`src/rtl/button_request_handler.sv`:
```
// Turns debounced button levels into controller events: a held walk request with
// post-service lockout, a held reprogram request, and a one-cycle soft-reset pulse.
module button_request_handler #(
    parameter int LOCKOUT_CYCLES = 50,
    parameter int CNT_W          = 8,
    parameter int WCOUNT_W       = 8
) (
    input  logic                clk,
    input  logic                sys_reset,
    input  logic                reset_db_in,
    input  logic                walkRequest_db_in,
    input  logic                reprogram_db_in,
    input  logic                walk_ack_in,
    input  logic                reprogram_ack_in,
    output logic                soft_reset_out,
    output logic                walk_req_out,
    output logic                reprogram_req_out,
    output logic                lockout_out,
    output logic [WCOUNT_W-1:0] walk_count_out
);

    // Handshake: walk_req_out / reprogram_req_out stay high until the FSM raises the
    // matching ack for a cycle; the request drops on the clock edge that samples the ack.

    typedef enum logic [1:0] {
        IDLE    = 2'd0,
        PENDING = 2'd1,
        LOCKOUT = 2'd2
    } walk_state_t;

    localparam logic [CNT_W-1:0]    LOCK_LOAD  = CNT_W'(LOCKOUT_CYCLES - 1);
    localparam logic [WCOUNT_W-1:0] WCOUNT_MAX = '1;

    walk_state_t          state, state_next;
    logic [CNT_W-1:0]     cnt, cnt_next;
    logic [WCOUNT_W-1:0]  wcount, wcount_next;
    logic                 prev_reset, prev_walk, prev_reprog;
    logic                 rise_reset, rise_walk, rise_reprog;
    logic                 soft_next, reprog_next;
    logic                 soft_q, reprog_q, walk_req_q, lockout_q;

    // History regs reset to 1 so a button held through reset release is not an edge.
    assign rise_reset  = reset_db_in       & ~prev_reset;
    assign rise_walk   = walkRequest_db_in & ~prev_walk;
    assign rise_reprog = reprogram_db_in   & ~prev_reprog;

    always_ff @(posedge clk or negedge sys_reset) begin
        if (!sys_reset) begin
            state       <= IDLE;
            cnt         <= '0;
            wcount      <= '0;
            prev_reset  <= 1'b1;
            prev_walk   <= 1'b1;
            prev_reprog <= 1'b1;
            soft_q      <= 1'b0;
            reprog_q    <= 1'b0;
            walk_req_q  <= 1'b0;
            lockout_q   <= 1'b0;
        end else begin
            state       <= state_next;
            cnt         <= cnt_next;
            wcount      <= wcount_next;
            prev_reset  <= reset_db_in;
            prev_walk   <= walkRequest_db_in;
            prev_reprog <= reprogram_db_in;
            soft_q      <= soft_next;
            reprog_q    <= reprog_next;
            walk_req_q  <= (state_next == PENDING);
            lockout_q   <= (state_next == LOCKOUT);
        end
    end

    always_comb begin
        state_next  = state;
        cnt_next    = cnt;
        wcount_next = wcount;
        soft_next   = rise_reset;
        reprog_next = reprog_q;

        // Soft reset overrides everything else but keeps the serviced-walk tally.
        if (rise_reset) begin
            state_next  = IDLE;
            cnt_next    = '0;
            reprog_next = 1'b0;
        end else begin
            if (rise_reprog) begin
                reprog_next = 1'b1;
            end else if (reprogram_ack_in) begin
                reprog_next = 1'b0;
            end

            case (state)
                IDLE: begin
                    if (rise_walk) begin
                        state_next = PENDING;
                    end
                end
                PENDING: begin
                    if (walk_ack_in) begin
                        state_next = LOCKOUT;
                        cnt_next   = LOCK_LOAD;
                        if (wcount != WCOUNT_MAX) begin
                            wcount_next = wcount + WCOUNT_W'(1);
                        end
                    end
                end
                LOCKOUT: begin
                    // Counter runs LOCKOUT_CYCLES-1 down to 0, giving LOCKOUT_CYCLES cycles.
                    if (cnt == '0) begin
                        state_next = IDLE;
                    end else begin
                        cnt_next = cnt - CNT_W'(1);
                    end
                end
                default: begin
                    state_next = IDLE;
                end
            endcase
        end
    end

    assign soft_reset_out    = soft_q;
    assign walk_req_out      = walk_req_q;
    assign reprogram_req_out = reprog_q;
    assign lockout_out       = lockout_q;
    assign walk_count_out    = wcount;

endmodule
```
`config.mk`:
```
export PLATFORM = sky130hd
export DESIGN_NAME = button_request_handler
export DESIGN_NICKNAME = d
export VERILOG_FILES = /design/src/rtl/button_request_handler.sv
export SDC_FILE = /design/constraint.sdc
export NUM_CORES = 1
export LEC_CHECK = 0
export CORE_MARGIN = 1.5
export CORE_UTILIZATION = 47
export CTS_CLUSTER_SIZE = 24
export DETAILED_ROUTE_END_ITERATION = 6
export PLACE_DENSITY = 0.74
export SLEW_MARGIN = 10
export SYNTH_ARGS = -nofsm -noshare
export SYNTH_HDL_FRONTEND = slang
export SYNTH_SLANG_ARGS = --single-unit
```
`constraint.sdc`:
```
create_clock -name clk -period 1.75 [get_ports clk]
set_input_delay 0.175 -clock clk [delete_from_list [all_inputs] [get_ports clk]]
set_output_delay 0.175 -clock clk [all_outputs]
set_load 0.03 [all_outputs]
```
==> out/results.tsv <==
stage	metric	value	unit
routing	Iter 0 DRT Violations	21	
cts	Sink Count	25	
logic_synthesis	Synth Warn #	0	
timing	Final period util	111	%
worst_setup_path	Critical Path Sink Type	register	
power	sw power	1.01	mW
timing	Worst Skew	0.00642	ns
timing	Fmax	513	MHz
place	Post-Place Cell Area	1610	um2
die	Die W	53.6	um
timing	RSZ-0062 raised after global routing	true	
routing	drt total wl	2.78	mm
logic_synthesis	Main synth FF type	dfrtp_1	
min_path	Hold Crit Class	input pin to async pin	
timing	Slew HR	75.6	%
global_routing	vias in the first global route	1030	
die	Placeable Area	2450	um2
timing	Final min period	1.95	ns
timing	worst-margin pin slew	0.362	ns
global_routing	first-pass GRT wire length	4.61	mm
timing	Fin Hold WS	0.196	ns
cts	post-cts hold buffer count	0	
power	Cell Pwr Density	1490	nW/um2
cts	CTS Buffer Depth	2	
routing	post-route ant nets	0	
cells_and_area	Nets	165	
cells_and_area	design area	1730	um2
logic_synthesis	top area cells in the synthesized netlist	dfrtp_1 (46%), dfstp_2 (6.6%), xnor2_1 (4.4%), ha_1 (3.1%), o2bb2ai_1 (2.9%)	
power	clock network fraction of design power	10.0	%
global_routing	GRT Util Overall	22.4	%
logic_synthesis	asr flop ratio synth	100	%
cts	Worst-path clk slew	0.14	ns
logic_synthesis	Yosys top cell by area	dfrtp_1	
power	Reg power frac	32.3	%
die	die height	53.6	um
cells_and_area	diode count	0	
worst_setup_path	crit-path max FO	3	
cells_and_area	layout cell share with drive strength beyond 1	34.4	%
timing	setup ws final	-0.201	ns
logic_synthesis	syn_area_per_cell	11.4	um2
die	die area	2870	um2
place	dpl cells	176	
logic_synthesis	sequential area share after synthesis	52.4	%
power	Leak	0.783	nW
global_routing	initial antenna violation count	0	
power	combinational fraction of design power	57.8	%
logic_synthesis	cell count after synthesis	105	
cells_and_area	fin cells	184	
die	row count	18	
flow_run	Max-cap violations	0	
place	Setup WS pre-CTS	-0.168	ns
power	Pwr Total	2.57	mW
outcome	status	complete, but fails checks	
logic_synthesis	post-synth top area share	45.8	%
die	I/O Pins	19	
worst_setup_path	WS Path Type	register to register	
logic_synthesis	EDFF count, synth	0	
power	internal power	1.56	mW
routing	drt via density	5.58	
timing	# setup viols final	8	
routing	Vias	1027	
outcome	failing checks	setup timing	
logic_synthesis	Yosys reg bits	25	
routing	DR WL/cell	15.1	um
global_routing	pin count of the biggest net entering global routing	26	
cts	CTS tree	done	
power	VDD IR max	1.18	mV
worst_setup_path	Critical Path RT	1.97	ns
cts	CTS H-tree depth	1	
place	DPL Wire Length	1.99	mm
global_routing	gr ovfl total	0	
cts	Clock Latency Late Sink	0.32	ns
cts	Root Driver	clkbuf_4	
timing	Fin. Hold Viols	0	
logic_synthesis	mapped cell area	1200	um2
worst_setup_path	Arrival @ worst endpoint	2.17	ns
logic_synthesis	Net Count, Synth	115	
die	initial core utilization	48.9	%
cells_and_area	fill count	189	
power	switching share of power	39.4	%
routing	first-pass iteration count of the detailed router	4	
logic_synthesis	post-synth cell types	43	
timing	Final Max Slew Viols	0	
routing	DRC Markers	0	
place	Port-buffer cells	18	
cts	CTS Buf Count	3	
place	gp weighted congestion	0.878	
cells_and_area	Area growth, synth to finish	43.6	%
worst_setup_path	critical path launch point type	register	
cells in the mapped netlist (2+ instances only):
| cell type | count |
|---|---|
| nor3_1 | 4 |
| dfstp_2 | 3 |
| ha_1 | 3 |
| and2_1 | 2 |
| nor2_1 | 3 |
| o2bb2ai_1 | 4 |
| nor2b_1 | 2 |
| mux2i_1 | 2 |
| a21oi_1 | 3 |
| inv_1 | 4 |
| xnor2_1 | 6 |
| and4_1 | 2 |
| dfrtp_1 | 22 |
| nand4_1 | 3 |
| or3_1 | 2 |
| nand3_1 | 4 |
| a22o_1 | 2 |
| nand2_1 | 6 |
| nand2b_1 | 4 |
state kept, by name (all words and copies together) (netlist names):
register / count
prev_reset: 1
prev_reprog: 1
cnt: 8
lockout_out: 1
walk_count_out: 8
state: 2
soft_reset_out: 1
walk_req_out: 1
prev_walk: 1
reprogram_req_out: 1
layout make-up:
cell class	instances	area, um2	area share [%]
inverter	5	18.8	1.09
sequential	25	632	36.6
timing repair buffer	47	408	23.6
clock inverter	1	5.00	0.290
clock buffer	3	22.5	1.31
multi-input combinational	73	602	34.9
tap	30	37.5	2.18
metal layers:
layer / GRT usage, % / wire length (um) / part of all wire, % / vias to the layer above
li1: - / - / - / 487
met1: 27.6 / 1180 / 42 / 498
met2: 38.9 / 1440 / 52 / 34
met3: 3.06 / 103 / 3.7 / 8
met4: 10.3 / 59 / 2.1 / 0
met5: 0 / 0 / 0 / -
worst max-delay path, cell delays in order (launching register included):
cell and delay, ns:
dfrtp_1 0.41, inv_2 0.08, ha_4 0.12, or4b_4 0.49
o211a_4 0.25, o221a_1 0.24, a221o_1 0.26
kinds of logic (layout without fill, tap and decap cells):
| group | after synthesis | in the layout | share of synthesized area (%) |
|---|---|---|---|
| AND/OR/NAND/NOR | 37 | 37 | 17.8 |
| adder cells (fa/ha/maj) | 3 | 3 | 3.13 |
| buffers and inverters | 7 | 56 | 2.81 |
| multiplexers | 3 | 3 | 2.60 |
| flip-flops | 25 | 25 | 52.4 |
| AO/OA/AOI/OAI | 24 | 24 | 16.9 |
| XOR/XNOR | 6 | 6 | 4.37 |
layout by cell type, fill, tap and decap left out, types with 2 or more instances in the layout:
cell              n
dfrtp_2           2
clkdlybuf4s50_1  17
nand2_1           6
or3_1             2
a21oi_1           3
nand4_1           3
xnor2_1           6
clkbuf_4          3
and2_1            2
inv_1             2
nand3_1           4
dfstp_2           3
o2bb2ai_1         4
nor2_1            2
nor3_1            3
o21ai_2           2
a22o_1            2
nor2b_1           2
mux2i_1           2
and4_1            2
nand2b_1          4
buf_6             2
buf_4            27
dfrtp_1          20
inv_2             2
power by group through the flow:
stage	clock network [mW]	logic [mW]	registers, mW
floorplan	0	0.592	0.976
global placement	0	1.23	0.832
detailed placement	0	1.27	0.834
CTS	0.268	1.32	0.826
global route	0.286	1.61	0.852
finish	0.256	1.49	0.830
per-stage QoR:
step	utilization [%]	TNS, ns
after detailed placement	65.7	-0.442
after global routing	70.3	-1.46
after global placement	65.7	-0.260
after CTS	68.1	-0.656
final	70.3	-0.867
after floorplan	-	-0.205
worst paths after layout:
kind	slack, ns	start	end	cells past startpoint
worst max-delay path	-0.20	cnt[0]	cnt[4]	6
worst min-delay path	0.20	sys_reset	soft_reset_out	2
worst max register to register	-0.20	cnt[0]	cnt[4]	6
worst min register to register	0.49	state[1]	walk_req_out	1
max in group asynchronous	1.26	sys_reset	prev_walk	2
min in group clk	0.27	reset_db_in	prev_reset	1
what timing repair did:
| item | 4_1_cts | 5_1_grt |
|---|---|---|
| pin swaps | 1 | 4 |
| buffers inserted | 2 | 3 |
| gates resized for setup | 4 | 10 |
| setup endpoints to repair | 7 | 14 |
Power figures use the tool's default switching activity.
